$ cat config.mk
export PLATFORM = sky130hd
export DESIGN_NAME = fetch_ctrl
export DESIGN_NICKNAME = d
export VERILOG_FILES = /design/src/rtl/fetch_ctrl.sv
export SDC_FILE = /design/constraint.sdc
export NUM_CORES = 1
export LEC_CHECK = 0
export ABC_AREA = 0
export ABC_CLOCK_PERIOD_IN_PS = 5700
export BUFFER_PORTS_ARGS = -buffer_cell sky130_fd_sc_hd__buf_2
export CORE_MARGIN = 2
export CORE_UTILIZATION = 56
export CTS_CLUSTER_DIAMETER = 120
export CTS_CLUSTER_SIZE = 16
export DETAILED_ROUTE_END_ITERATION = 8
export GPL_ROUTABILITY_DRIVEN = 0
export GPL_TIMING_DRIVEN = 1
export PLACE_DENSITY = 0.85
export REMOVE_ABC_BUFFERS = 1
export SLEW_MARGIN = 0
export SYNTH_ARGS = -nofsm -noshare
export SYNTH_HDL_FRONTEND = slang
export SYNTH_SLANG_ARGS = --single-unit
$ cat constraint.sdc
create_clock -name clk -period 5.7 [get_ports clk]
set_input_delay 0.855 -clock clk [delete_from_list [all_inputs] [get_ports clk]]
set_output_delay 0.855 -clock clk [all_outputs]
set_load 0.05 [all_outputs]
$ cat src/rtl/fetch_ctrl.sv
// Instruction-fetch controller: BOOT/FETCH/WAIT request sequencer with delay-slot branch handling.
// Optional macro FETCH_CTRL_ALIGN_EXC_EN adds a misaligned-jr trap (exc_adel output).
module fetch_ctrl (
  input  logic        clk,
  input  logic        reset,
  input  logic        stall,
  input  logic        d_valid,
  input  logic [2:0]  d_op,
  input  logic [31:0] d_pc,
  input  logic [25:0] d_imm,
  input  logic [31:0] d_rs,
  input  logic        d_zero,
  output logic        i_req,
  output logic [31:0] i_addr,
  input  logic        i_gnt,
  input  logic        i_rvalid,
  output logic        f_valid,
  output logic [31:0] f_pc,
  output logic        redirect
`ifdef FETCH_CTRL_ALIGN_EXC_EN
  ,
  output logic        exc_adel
`endif
);

  localparam logic [31:0] RESET_PC   = 32'h0000_3000;
  localparam logic [2:0]  OP_BEQ     = 3'b001;
  localparam logic [2:0]  OP_J       = 3'b010;
  localparam logic [2:0]  OP_JR      = 3'b011;
`ifdef FETCH_CTRL_ALIGN_EXC_EN
  localparam logic [31:0] EXC_VECTOR = 32'h0000_4180;
`endif

  typedef enum logic [1:0] {
    S_BOOT,
    S_FETCH,
    S_WAIT
  } state_t;

  state_t      state_q, state_d;
  logic [31:0] pc_q, pc_d;
  logic [31:0] issued_q, issued_d;
  logic        pend_valid_q, pend_valid_d;
  logic [31:0] pend_tgt_q, pend_tgt_d;
  logic        f_valid_q, f_valid_d;
  logic [31:0] f_pc_q, f_pc_d;
  logic        redirect_q, redirect_d;
  logic        exc_q, exc_d;

  logic        taken;
  logic        misaligned;
  logic [31:0] beq_off;
  logic [31:0] target_raw;
  logic [31:0] target;

  // Decode the D-stage control transfer and its 32-bit (wrapping) target.
  always_comb begin
    taken      = 1'b0;
    target_raw = '0;
    misaligned = 1'b0;
    beq_off    = {{14{d_imm[15]}}, d_imm[15:0], 2'b00};
    case (d_op)
      OP_BEQ: begin
        taken      = d_valid && d_zero;
        target_raw = d_pc + 32'd4 + beq_off;
      end
      OP_J: begin
        taken      = d_valid;
        target_raw = {d_pc[31:28], d_imm, 2'b00};
      end
      OP_JR: begin
        taken      = d_valid;
        target_raw = d_rs;
        misaligned = (d_rs[1:0] != 2'b00);
      end
      default: begin
        taken      = 1'b0;
        target_raw = '0;
      end
    endcase
`ifdef FETCH_CTRL_ALIGN_EXC_EN
    target = misaligned ? EXC_VECTOR : target_raw;
`else
    target = target_raw & ~32'h3;
`endif
  end

  always_comb begin
    state_d      = state_q;
    pc_d         = pc_q;
    issued_d     = issued_q;
    pend_valid_d = pend_valid_q;
    pend_tgt_d   = pend_tgt_q;
    f_valid_d    = 1'b0;
    f_pc_d       = f_pc_q;
    redirect_d   = taken;
    exc_d        = taken && misaligned;
    i_req        = 1'b0;

    case (state_q)
      S_BOOT: begin
        state_d = S_FETCH;
        if (taken) pc_d = target;
      end
      S_FETCH: begin
        i_req = !stall;
        if (!stall && i_gnt) begin
          // The old pc is already on the bus, so a same-cycle transfer is the delay slot.
          issued_d = pc_q;
          state_d  = S_WAIT;
          if (taken) begin
            pend_valid_d = 1'b1;
            pend_tgt_d   = target;
          end
        end else if (taken) begin
          pc_d = target;
        end
      end
      S_WAIT: begin
        if (i_rvalid) begin
          f_valid_d    = 1'b1;
          f_pc_d       = issued_q;
          state_d      = S_FETCH;
          pend_valid_d = 1'b0;
          if (taken)             pc_d = target;
          else if (pend_valid_q) pc_d = pend_tgt_q;
          else                   pc_d = issued_q + 32'd4;
        end else if (taken) begin
          pend_valid_d = 1'b1;
          pend_tgt_d   = target;
        end
      end
      default: begin
        state_d = S_BOOT;
      end
    endcase
  end

  always_ff @(posedge clk or posedge reset) begin
    if (reset) begin
      state_q      <= S_BOOT;
      pc_q         <= RESET_PC;
      issued_q     <= RESET_PC;
      pend_valid_q <= 1'b0;
      pend_tgt_q   <= RESET_PC;
      f_valid_q    <= 1'b0;
      f_pc_q       <= RESET_PC;
      redirect_q   <= 1'b0;
      exc_q        <= 1'b0;
    end else begin
      state_q      <= state_d;
      pc_q         <= pc_d;
      issued_q     <= issued_d;
      pend_valid_q <= pend_valid_d;
      pend_tgt_q   <= pend_tgt_d;
      f_valid_q    <= f_valid_d;
      f_pc_q       <= f_pc_d;
      redirect_q   <= redirect_d;
      exc_q        <= exc_d;
    end
  end

  assign i_addr   = pc_q;
  assign f_valid  = f_valid_q;
  assign f_pc     = f_pc_q;
  assign redirect = redirect_q;

`ifdef FETCH_CTRL_ALIGN_EXC_EN
  assign exc_adel = exc_q;
`else
  logic unused_exc;
  assign unused_exc = exc_q;
`endif

endmodule

==> impl_metrics.json <==
{
  "port_buffers": 162,
  "cts_tree": "done",
  "dr.pass1.iters": 6,
  "htreeDepth": 4,
  "dp_hpwl_um": 15900,
  "endpoint_kind": "flip-flop",
  "drt-initial-drc-count": 633,
  "yosys.cell_types.count": 71,
  "yosys_warnings": 0,
  "p_per_area_nw_per_um2": 424,
  "drive_gt1_share_pct": 23.9,
  "hp-class": "reg2reg",
  "grt_pass1_wl_um": 36600,
  "coreArea_um2": 15100,
  "setup_viol": 0,
  "start_util_pct": 56.8,
  "diodes": 0,
  "cp-start-kind": "input pin",
  "io_pins": 167,
  "place_area_um2": 9480,
  "critPathMaxFanout": 16,
  "worstPathArrival_ns": 4.05,
  "ys_seq_area_share_pct": 38.4,
  "final_area_um2": 10100,
  "fp-row-count": 45,
  "vias": 7769,
  "syn_inst": 984,
  "die-height_um": 128,
  "regArea_um2": 3290,
  "cts_buffer_depth": 2,
  "cts-resized-gates": 0,
  "hold_violations": 0,
  "worst_pin_slew_ns": 1.23,
  "final_nets": 1278,
  "die_x_um": 128,
  "path_clk_slew_ns": 0.06,
  "antenna_found_initial": 0,
  "fmax_mhz": 267,
  "ys_seq_elements": 131,
  "cts_made_buffers": 17,
  "crit_required_ns": 6.00,
  "criticalPathCategory": "in2reg",
  "drc": 0,
  "status": "completed",
  "finalCritPeriodShare_pct": 65.7,
  "setup_tns_ns": 0,
  "cts_hold_buffers": 0,
  "drt_wl_total_um": 22700,
  "async_reset_ff_share_pct": 100,
  "rr_endpoint": "i_addr[19]$_DFFE_PP0P_",
  "syn_area_um2": 8570,
  "fin_worst_skew_ns": 0.00794,
  "leakagePower_nw": 4.93,
  "slew_violations": 0,
  "avgSynthCellArea_um2": 8.71,
  "grt_remaining_overflow": 0,
  "syn2layout_area_growth_pct": 17.8,
  "reg2reg_depth": 8,
  "multiInputGateArea_um2": 4990,
  "final_cell_mix": "201 x nand2_1, 162 x buf_2, 123 x dfrtp_1, 88 x o21ai_0, 77 x nor2_1",
  "grtUsageTotal_pct": 28.2,
  "grt_max_degree": 90,
  "synth_edf_count": 0,
  "grt_pass1_vias": 7321,
  "peakVddDrop_v": 0.000211,
  "regToRegSetupSlack_ns": 2.31,
  "ctsRootBufferMaster": "clkbuf_16",
  "fin_crit_ns": 3.74,
  "cp-endpoint": "i_addr[23]$_DFFE_PP0P_",
  "die_area_um2": 16300,
  "cts_sinks": 131,
  "ant_nets": 0,
  "synthFlopType": "dfrtp_1",
  "post_cts_buffers": 0,
  "slew_headroom_pct": 18.0,
  "fillCellCount": 1202,
  "r2r-start": "state_q[1]$_DFFE_PP0P_",
  "grt_setup_unrepaired": "no",
  "worstSkewPairLatency_ns": 0.42,
  "viasPerCell": 5.89,
  "startpoint": "d_imm[15]",
  "layout_commonest_cell": "nand2_1",
  "wl_per_cell_um": 17.2,
  "max_cap_viol_count": 0
}
==> sequential cells by signal (all words and copies together), names as in the netlist <==
signal and cells:
pend_valid_q 1, redirect 1, f_valid 1, f_pc 32, i_addr 32, state_q 2, issued_q 32, pend_tgt_q 30
==> cells by family after synthesis <==
kind of cell	count (synthesis)	synth area share [%]
muxes	53	6.74
AOI/OAI and AO/OA	250	18.9
adders and majority gates	59	8.70
buffers and inverters	76	3.58
xor gates and xnor gates	53	5.42
and+or+nand+nor	362	18.3
DFF	131	38.4
==> layer usage <==
layer	GRT usage (%)	up-vias	wire length [µm]
li1	-	3737	-
met1	37.5	3640	9740
met4	11.2	0	825
met2	45.8	333	10500
met3	5.18	59	1590
met5	0	-	0
==> where the power goes <==
part	internal (W)	leakage, nW	switching (W)
Combinational	0.000527	2.95	0.00112
Sequential	0.00124	1.68	0.000260
Clock	0.000742	0.305	0.000390
==> worst max-delay path: stages <==
cell and delay (ns):
buf_2 0.29, ha_1 0.30, ha_1 0.42, nand2_1 0.10
or3_1 0.39, a211o_1 0.29, a31o_4 0.27, o21bai_4 0.14
mux2_2 0.34, a221oi_1 0.39, nand2b_1 0.16, a21oi_1 0.06
==> metrics by stage <==
step / power, W / setup WS [ns] / instances / utilization [%] / hold WS (ns)
final: 0.00428 / 1.96 / 1320 / 66.9 / 0.452
after global routing: 0.00449 / 1.86 / 1320 / 66.9 / 0.468
after CTS: 0.00427 / 1.98 / 1320 / 66.9 / 0.456
after detailed placement: 0.00312 / 1.55 / 1288 / 62.8 / 0.447
after global placement: 0.00306 / 1.57 / 1288 / 62.8 / 0.447
after floorplan: 0.00267 / -0.740 / 929 / - / 0.445
==> how the worst min path moves through the flow <==
| stage | from | to | slack (ns) | cells after the start |
|---|---|---|---|---|
| 5_1_grt | f_pc[12]$_DFFE_PP1P_ | f_pc[12]$_DFFE_PP1P_ | 0.47 | 2 |
| 3_3_place_gp | f_pc[12]$_DFFE_PP1P_ | f_pc[12]$_DFFE_PP1P_ | 0.45 | 2 |
| 4_1_cts | f_pc[13]$_DFFE_PP1P_ | f_pc[13]$_DFFE_PP1P_ | 0.46 | 2 |
| 3_5_place_dp | f_pc[13]$_DFFE_PP1P_ | f_pc[13]$_DFFE_PP1P_ | 0.45 | 2 |
| 2_1_floorplan | pend_tgt_q[26]$_DFFE_PP0P_ | pend_tgt_q[26]$_DFFE_PP0P_ | 0.44 | 2 |
| 6_report | f_pc[13]$_DFFE_PP1P_ | f_pc[13]$_DFFE_PP1P_ | 0.45 | 2 |
==> synthesized netlist by cell type, types with 5 or more instances <==
cell / count / area (µm²)
a21oi_1: 52 / 260
dfstp_2: 8 / 210
nand4_1: 7 / 43.8
or2_2: 6 / 37.5
inv_1: 20 / 75.1
and2_1: 5 / 31.3
o21a_1: 5 / 37.5
xor2_1: 22 / 193
nand3_1: 19 / 95.1
nand2b_1: 8 / 50.1
a211oi_1: 11 / 82.6
and3_1: 6 / 37.5
a221oi_1: 8 / 70.1
a21o_1: 16 / 120
nand2_1: 201 / 754
dfrtp_1: 123 / 3080
buf_2: 5 / 25.0
nor2_1: 77 / 289
mux2_2: 38 / 428
o31ai_1: 5 / 37.5
o21ai_0: 88 / 440
mux2i_1: 15 / 150
xnor2_1: 31 / 272
a31oi_1: 6 / 37.5
nor2b_1: 10 / 62.6
a22oi_1: 10 / 75.1
nor3_1: 8 / 40.0
ha_1: 58 / 726
clkbuf_1: 44 / 165
==> area by class of cell <==
cell class	instances	area share, %
Sequential cell	131	32.6
Multi-Input combinational cell	777	49.4
Inverter	21	0.805
Timing Repair Buffer	171	8.70
Clock buffer	23	4.93
Clock inverter	9	1.24
Tap cell	188	2.33
Power figures use the tool's default switching activity.
